**src/rtl/acc_sched_pkg.sv**
```systemverilog
`default_nettype none
// ============================================================================
// acc_sched_pkg : shared op/state types for the accumulator scheduler
// Rev 1.0
// ============================================================================
package acc_sched_pkg;

   localparam int OP_W = 2;

   typedef enum logic [OP_W-1:0] {
      ADD   = 2'd0,
      SUB   = 2'd1,
      LOAD  = 2'd2,
      CLEAR = 2'd3
   } acc_op_e;

   typedef enum logic [1:0] {
      IDLE = 2'd0,
      EXEC = 2'd1,
      RESP = 2'd2
   } acc_state_e;

endpackage
`default_nettype wire

```
**src/rtl/acc_scheduler_rr_arbiter.sv**
```systemverilog
`default_nettype none
// ============================================================================
// rr_arbiter : combinational round-robin pick, first request at or above ptr
// Rev 1.0
// ============================================================================
module rr_arbiter
   import acc_sched_pkg::*;
#(
   parameter int N     = 4,
   parameter int IDX_W = $clog2(N)
) (
   input  logic [N-1:0]     req,
   input  logic [IDX_W-1:0] ptr,
   output logic [N-1:0]     grant,
   output logic [IDX_W-1:0] idx,
   output logic             any
);

   // One extra bit so ptr + offset can exceed N before folding back.
   logic [IDX_W:0] w_cand;

   always_comb begin
      grant  = '0;
      idx    = '0;
      any    = 1'b0;
      w_cand = '0;
      for (int i = 0; i < N; i++) begin
         w_cand = {1'b0, ptr} + (IDX_W+1)'(i);
         if (w_cand >= (IDX_W+1)'(N)) begin
            w_cand = w_cand - (IDX_W+1)'(N);
         end
         if (!any && req[w_cand[IDX_W-1:0]]) begin
            any                       = 1'b1;
            idx                       = w_cand[IDX_W-1:0];
            grant[w_cand[IDX_W-1:0]]  = 1'b1;
         end
      end
   end

endmodule
`default_nettype wire

```
**src/rtl/acc_scheduler.sv**
```systemverilog
`default_nettype none
// ============================================================================
// acc_scheduler : round-robin shared 8-bit accumulator; ACC_SAT_EN selects
//                 saturating ADD/SUB instead of wrap-around
// Rev 1.0
// ============================================================================
module acc_scheduler
   import acc_sched_pkg::*;
#(
   parameter int NUM_REQ = 4,
   parameter int DATA_W  = 8
) (
   input  logic                       clock,
   input  logic                       reset_n,
   input  logic [NUM_REQ-1:0]         req_valid,
   output logic [NUM_REQ-1:0]         req_ready,
   input  logic [OP_W*NUM_REQ-1:0]    req_op,
   input  logic [DATA_W*NUM_REQ-1:0]  req_data,
   output logic                       resp_valid,
   input  logic                       resp_ready,
   output logic [$clog2(NUM_REQ)-1:0] resp_id,
   output logic [DATA_W-1:0]          resp_data,
   output logic                       resp_ovf,
   output logic [DATA_W-1:0]          acc_value,
   output logic [15:0]                op_count,
   output logic                       busy
);

   localparam int ID_W = $clog2(NUM_REQ);

   acc_state_e        r_state;
   acc_op_e           r_op;
   logic [DATA_W-1:0] r_data;
   logic [ID_W-1:0]   r_id;
   logic [ID_W-1:0]   r_ptr;

   logic [NUM_REQ-1:0] w_grant;
   logic [ID_W-1:0]    w_idx;
   logic               w_any;
   logic [DATA_W:0]    w_sum;
   logic [DATA_W:0]    w_diff;
   logic [DATA_W-1:0]  w_next_acc;
   logic               w_next_ovf;

   rr_arbiter #(
      .N     (NUM_REQ),
      .IDX_W (ID_W)
   ) u_arb (
      .req   (req_valid),
      .ptr   (r_ptr),
      .grant (w_grant),
      .idx   (w_idx),
      .any   (w_any)
   );

   // Ready is gated by reset so nothing is offered while reset_n is low.
   assign req_ready = (reset_n && (r_state == IDLE)) ? w_grant : '0;
   assign busy      = (r_state != IDLE);

   assign w_sum  = {1'b0, acc_value} + {1'b0, r_data};
   assign w_diff = {1'b0, acc_value} - {1'b0, r_data};

   always_comb begin
      w_next_acc = acc_value;
      w_next_ovf = 1'b0;
      case (r_op)
         ADD: begin
`ifdef ACC_SAT_EN
            w_next_acc = w_sum[DATA_W] ? '1 : w_sum[DATA_W-1:0];
`else
            w_next_acc = w_sum[DATA_W-1:0];
`endif
            w_next_ovf = w_sum[DATA_W];
         end
         SUB: begin
`ifdef ACC_SAT_EN
            w_next_acc = w_diff[DATA_W] ? '0 : w_diff[DATA_W-1:0];
`else
            w_next_acc = w_diff[DATA_W-1:0];
`endif
            w_next_ovf = w_diff[DATA_W];
         end
         LOAD:    w_next_acc = r_data;
         CLEAR:   w_next_acc = '0;
         default: w_next_acc = acc_value;
      endcase
   end

   always_ff @(posedge clock or negedge reset_n) begin
      if (!reset_n) begin
         r_state    <= IDLE;
         r_op       <= ADD;
         r_data     <= '0;
         r_id       <= '0;
         r_ptr      <= '0;
         acc_value  <= '0;
         op_count   <= '0;
         resp_valid <= 1'b0;
         resp_id    <= '0;
         resp_data  <= '0;
         resp_ovf   <= 1'b0;
      end else begin
         case (r_state)
            IDLE: begin
               if (w_any) begin
                  r_op    <= acc_op_e'(req_op[OP_W*int'(w_idx) +: OP_W]);
                  r_data  <= req_data[DATA_W*int'(w_idx) +: DATA_W];
                  r_id    <= w_idx;
                  r_state <= EXEC;
               end
            end
            EXEC: begin
               acc_value  <= w_next_acc;
               resp_data  <= w_next_acc;
               resp_ovf   <= w_next_ovf;
               resp_id    <= r_id;
               resp_valid <= 1'b1;
               r_ptr      <= (r_id == ID_W'(NUM_REQ-1)) ? '0 : r_id + 1'b1;
               r_state    <= RESP;
            end
            RESP: begin
               if (resp_ready) begin
                  resp_valid <= 1'b0;
                  op_count   <= op_count + 16'd1;
                  r_state    <= IDLE;
               end
            end
            default: r_state <= IDLE;
         endcase
      end
   end

endmodule
`default_nettype wire

```
**config.mk**
```make
export PLATFORM = sky130hd
export DESIGN_NAME = acc_scheduler
export DESIGN_NICKNAME = d
export VERILOG_FILES = /design/src/rtl/acc_sched_pkg.sv /design/src/rtl/acc_scheduler_rr_arbiter.sv /design/src/rtl/acc_scheduler.sv
export SDC_FILE = /design/constraint.sdc
export NUM_CORES = 1
export LEC_CHECK = 0
export ABC_AREA = 1
export BUFFER_PORTS_ARGS = -buffer_cell sky130_fd_sc_hd__buf_2
export CORE_MARGIN = 5
export CORE_UTILIZATION = 23
export CTS_CLUSTER_SIZE = 14
export DETAILED_ROUTE_END_ITERATION = 8
export HOLD_SLACK_MARGIN = 0.12
export PLACE_DENSITY = 0.52
export SYNTH_ARGS = -nofsm -noshare
export SYNTH_HDL_FRONTEND = slang
export SYNTH_SLANG_ARGS = --single-unit
```
**constraint.sdc**
```tcl
create_clock -name clock -period 2.2 [get_ports clock]
set_input_delay 0.55 -clock clock [delete_from_list [all_inputs] [get_ports clock]]
set_output_delay 0.55 -clock clock [all_outputs]
set_load 0.05 [all_outputs]
```
# Yosys cells after proc, flatten, opt, wreduce, memory -nomap -nowiden
# Cells that the tools add are included.
[word_totals]
ff_bits = 44
inputBits = 47
out_inout_bits = 41
wordCells = 106
[op_classes]
add_sub_neg = 11
n_lt_le_gt_ge = 12
eq_ne = 8
n_shift = 2
mux = 41
bitwise_logic = 3
reduce_logical = 19
[ops]
columns = ["cell", "n"]
rows = [
  ["$pmux 8 s4", 1],
  ["$shiftx 32x6->8", 1],
  ["$mux 2", 11],
  ["$mux 4", 5],
  ["$add 16x1->16 const B", 1],
  ["$mux 1", 13],
  ["$lt 2x3->1 const B", 4],
  ["$or 4x4->4", 3],
  ["$add 8x8->9", 1],
  ["$ge 3x3->1 const B", 3],
  ["$sub 8x8->9", 1],
  ["$bmux 1 s2", 4],
  ["$demux 1 s2", 4],
  ["$eq 2x2->1 const B", 4],
  ["$ge 2x1->1 const B", 4],
  ["$logic_and 1x1->1", 8],
  ["$reduce_and 2->1", 4],
  ["$shiftx 8x4->2", 1],
  ["$sub 2x1->2 const B", 4],
  ["$add 2x2->3 const B", 2],
  ["$pmux 2 s3", 1],
  ["$eq 2x1->1 const B", 2],
  ["$logic_not 2->1", 2],
  ["$pmux 1 s2", 2],
  ["7 further kinds", 10],
]

# Logic depth before layout (Yosys ltp)
[depth]
depth_word = 16
ltp_mapped = 16
ltp_nobuf = 14

# Hierarchy
# Synthesis repeated with hierarchy kept, for this count alone.
[hier_totals]
cells_unflattened = 515
area_unflattened_um2 = 3631.0
[by_module_without_submodules]
columns = ["module", "instances", "cells_each", "area_per_inst_um2", "seq_area_each_um2"]
rows = [
  ["acc_scheduler", 1, 441, 3190.6, 1101.1],
  ["rr_arbiter", 1, 74, 440.4, 0.0],
]

# Worst setup path after synthesis
# OpenSTA, ideal clock, no wires.
[synth_timing]
path_kind = "register -> output"
start = "reg r_ptr[1]"
end = "out req_ready[3]"
arrival_time_ns = 2.035
required_ns = 1.650
setup_slack_ns = -0.385
stages_incl_launch_ff = 12
n_path_buf = 0
path_cell_list = "dfrtp_1 inv_1 ha_1 inv_1 nand3_1 nand2_2 inv_2 nor3_4 nand3_1 nand4_1 nand2_1 inv_1"
[synth_between]
elab_chain_len = 15
elab_cells_between_ends = 60
cone_classes = "add/sub: 7; order compare: 12; mux: 28; bitwise: 3; reduce/logical: 10"
[synth_lines]
columns = ["item", "line_no", "source"]
rows = [
  ["start: declaration", "acc_scheduler.sv:35", "logic [ID_W-1:0] r_ptr;"],
  ["start signal: assignment", "acc_scheduler.sv:118", "r_ptr <= (r_id == ID_W'(NUM_REQ-1)) ? '0 : r_id + 1'b1;"],
  ["parallel branches: the longest is 13 deep, another holds $add 2x1->3", "--", ""],
  ["$mux 4 *", "acc_scheduler_rr_arbiter.sv:32", "if (!any && req[w_cand[IDX_W-1:0]]) begin"],
  ["$mux 4 *", "acc_scheduler.sv:57", "assign req_ready = (reset_n && (r_state == IDLE)) ? w_grant : '0;"],
  ["end: declaration", "acc_scheduler.sv:16", "output logic [NUM_REQ-1:0] req_ready,"],
]
# Every way passes the cells marked *. The select of a mux whose other input is x is not followed.

# Worst setup path in the final report
[layout_timing]
start = "reg r_ptr[0]"
end = "out req_ready[1]"
# Same word-level chain as after synthesis.

==> metrics.yaml <==
floorplanning:
  row_count: 46
  io-pin-count: 88
  dieHeight_um: 137
  design.die.area_um2: 18800
  coreArea_um2: 15900
  effective_utilization_at_floorplan: 0.234
  floorplan.die.width_um: 137
critical_path:
  data_arrival_critical_path_ns: 1.99
  critical_path.most_common_cell: "buf_8"
  slack_of_the_worst_reg_to_reg_path_ns: 0.01
  r2r.worst_path.cells: 16
  critical_path_cell_by_cell: "buf_8 -> nand2_1 -> nand3_2 -> nand2_8 -> nor2_4 -> a22oi_1 -> nand3_1 -> nand2_2 -> clkinvlp_4 -> buf_8"
  critical_path.reg2reg.endpoint: "r_data[4]"
  type_of_destination_of_the_critical_path: "primary output"
  crit_family: "simple AND/OR/NAND/NOR gates"
  worst-path-max-fanout: 12
  critical_register_to_register_path_startpoint: "r_ptr[0]"
  crit_buf_inv: 3
  critical_path.max_stage_delay_ns: 0.45
  critical_path.slowest_cell: "dfrtp_2"
  crit_required_ns: 1.65
  startpoint_type: "flip-flop"
  timing.setup.critical_path_class: "reg2out"
logic_synthesis:
  mappedNetlistNets: 616
  synth_seq_area_share: 0.296
  synth.avg_cell_area_um2: 6.88
  post_synth_instance_area_um2: 3720
  syn_inst: 541
  synth_flop_type: "dfrtp_1"
  synth_area_leaders: "dfrtp_1 (30%), nand2_1 (14%), nand3_1 (10%), inv_1 (9.6%), ha_1 (8.7%)"
  ys_types: 40
  synthDominantCellAreaShare: 0.296
  synth_edf_count: 0
  ys_ff_latch: 44
  synth-async-reset-ratio: 1.00
  ys_warn_count: 0
  synthDominantAreaCellType: "dfrtp_1"
clock_network:
  cts_sinks: 44
  tritoncts.num_buffers: 5
  clock_latency_ns: 0.28
  register_clock_pin_slew_on_the_reported_worst_setup_and_hold_paths_ns: 0.06
  clockBufferDepth: 2
  cts-htree-levels: 2
  cts_root_buffer: "clkbuf_16"
  cts_tree: "yes"
timing:
  setup_viol: 4
  max_freq_mhz: 394
  tightestPinTransition_ns: 0.575
  relSlewSlack: 0.617
  worst_hold_slack_across_all_endpoints_ns: 0.437
  slew_viol_final: 0
  final_critical_path_setup_slack_ns: -0.340
  setup_repair_after_global_routing_missed_its_margin: "yes"
  timing.final.crit_share: 1.15
  final.min_clock_period_ns: 2.54
  finalHoldViolations: 0
  worst_clock_skew_ns: 0.00493
detailed_routing:
  drt-total-wl_mm: 10.8
  drt_drc_violations_left: 0
  wl_per_cell_um: 12.2
  route.antenna.remaining_nets: 0
  drt_iter0_markers: 189
  detailedRoute.firstPassIterationCount: 4
  routed_via_density: 4.17
  route.vias.total: 3699
finish:
  num-fill-cells: 1764
  final_common_cell: "nand2_1"
  layout-drive-gt1-share: 0.307
  final_cell_mix: "nand2_1 (134), inv_1 (88), buf_2 (83), nand3_1 (67), buf_4 (45)"
  num-nets-final: 745
  diodes: 0
  layout-area-overhead-vs-synth_pct: 39.3
global_route:
  grt_first_pass_wirelength_mm: 17.3
  grt_max_degree: 45
  grtUsageTotal: 0.112
  number_of_global_route_vias_before_repair: 3517
  grt_antenna_before_repair: 0
  overflow: 0
placement:
  io_buffer_count: 87
  place_congestion: 0.858
  dp.final_hpwl_mm: 8.11
status:
  failed_checks: "negative setup slack"
  run_status: "finished, violations left"
min_path:
  min_path_type: "in2async"
flow_run:
  drv_cap: 0
[through the flow]
stage / setup TNS, ns / setup WS (ns) / utilization / std cells / instance area (um^2)
finish: -1.25 / -0.340 / 0.326 / 886 / 5190
global route: -2.56 / -0.441 / 0.326 / 886 / 5190
CTS: -1.20 / -0.316 / 0.308 / 873 / 4900
detailed placement: -1.78 / -0.191 / 0.291 / 860 / 4620
global placement: -1.65 / -0.197 / 0.291 / 860 / 4620
floorplan: -0.478 / -0.156 / - / 541 / 3770
[repair_timing]
action,CTS,global route
setup buffers,5,9
setup endpoints to repair,14,15
gates cloned,1,4
pin swaps,7,14
gates resized for setup,20,35
hold buffers,0,0
[worst max-delay path by stage]
stage                       startpoint           end  slack (ns)  depth (start not counted)
after floorplan               r_ptr[0]  req_ready[3]       -0.16                         12
after global routing          r_ptr[0]  req_ready[1]       -0.44                         12
after CTS                     r_ptr[0]  req_ready[3]       -0.32                         12
after detailed placement  req_valid[1]  req_ready[1]       -0.19                         11
after global placement    req_valid[1]  req_ready[3]       -0.20                         11
final                         r_ptr[0]  req_ready[1]       -0.34                         10
[worst register-to-register path, stage by stage (launching register included)]
cell and delay, ns:
dfrtp_2 0.43, inv_8 0.04, ha_4 0.30, inv_4 0.05, nand3_4 0.06, nand2_4 0.08
buf_4 0.14, buf_4 0.13, a21oi_2 0.17, nand2_2 0.11, nand2_4 0.12, clkbuf_16 0.16
nand2_1 0.05, nand3_1 0.06, nand2_1 0.08, nand2_1 0.07, nand2_1 0.05
[logic make-up (layout without fill, tap and decap cells)]
family | after synthesis | in the layout | synth area share
simple gates | 285 | 287 | 0.351
flops | 44 | 44 | 0.296
buf+inv | 120 | 247 | 0.142
compound gates | 49 | 49 | 0.0770
fa+ha+maj | 28 | 28 | 0.0981
xor+xnor | 15 | 15 | 0.0353
[synth_stat cells (3+ instances only)]
master and count:
buf_2 4, nand4_1 6, ha_1 26, o2111ai_1 3, buf_6 4, a31oi_1 5
inv_1 95, nor3_1 3, o21ai_0 17, dfrtp_1 44, xnor2_1 5, nand2_2 7
nand2_1 143, xor2_1 10, a21oi_1 14, nand3_2 5, a22oi_1 4, nand3_1 76
buf_4 10, nor2_1 32
[layer usage]
metal  vias up  global-route usage  wire [um]  part of all wire
met5         -                   0          0                 0
met3        14              0.0190        500             0.046
li1       1962                   -          -                 -
met4         0              0.0261        157             0.014
met2        83               0.169       4820              0.44
met1      1640               0.166       5360              0.49
[area by class of cell]
type | count | area [um^2] | share of cell area
sequential | 44 | 1100 | 0.213
inverter | 100 | 404 | 0.0779
clock buffer | 6 | 129 | 0.0248
clock inverter | 1 | 30.0 | 0.00579
tap | 216 | 270 | 0.0521
multi-input combinational | 379 | 2300 | 0.443
timing repair buffer | 140 | 952 | 0.184
[state kept, by name (all words and copies together), names as in the netlist]
| signal | count |
|---|---|
| r_ptr | 2 |
| r_op | 2 |
| r_data | 8 |
| r_state | 2 |
| r_id | 2 |
| acc_value | 8 |
| resp_ovf | 1 |
| resp_valid | 1 |
| op_count | 16 |
| resp_id | 2 |
Power is not shown: default switching activity piles up to over one toggle a cycle in this logic, so the estimate is an artifact.
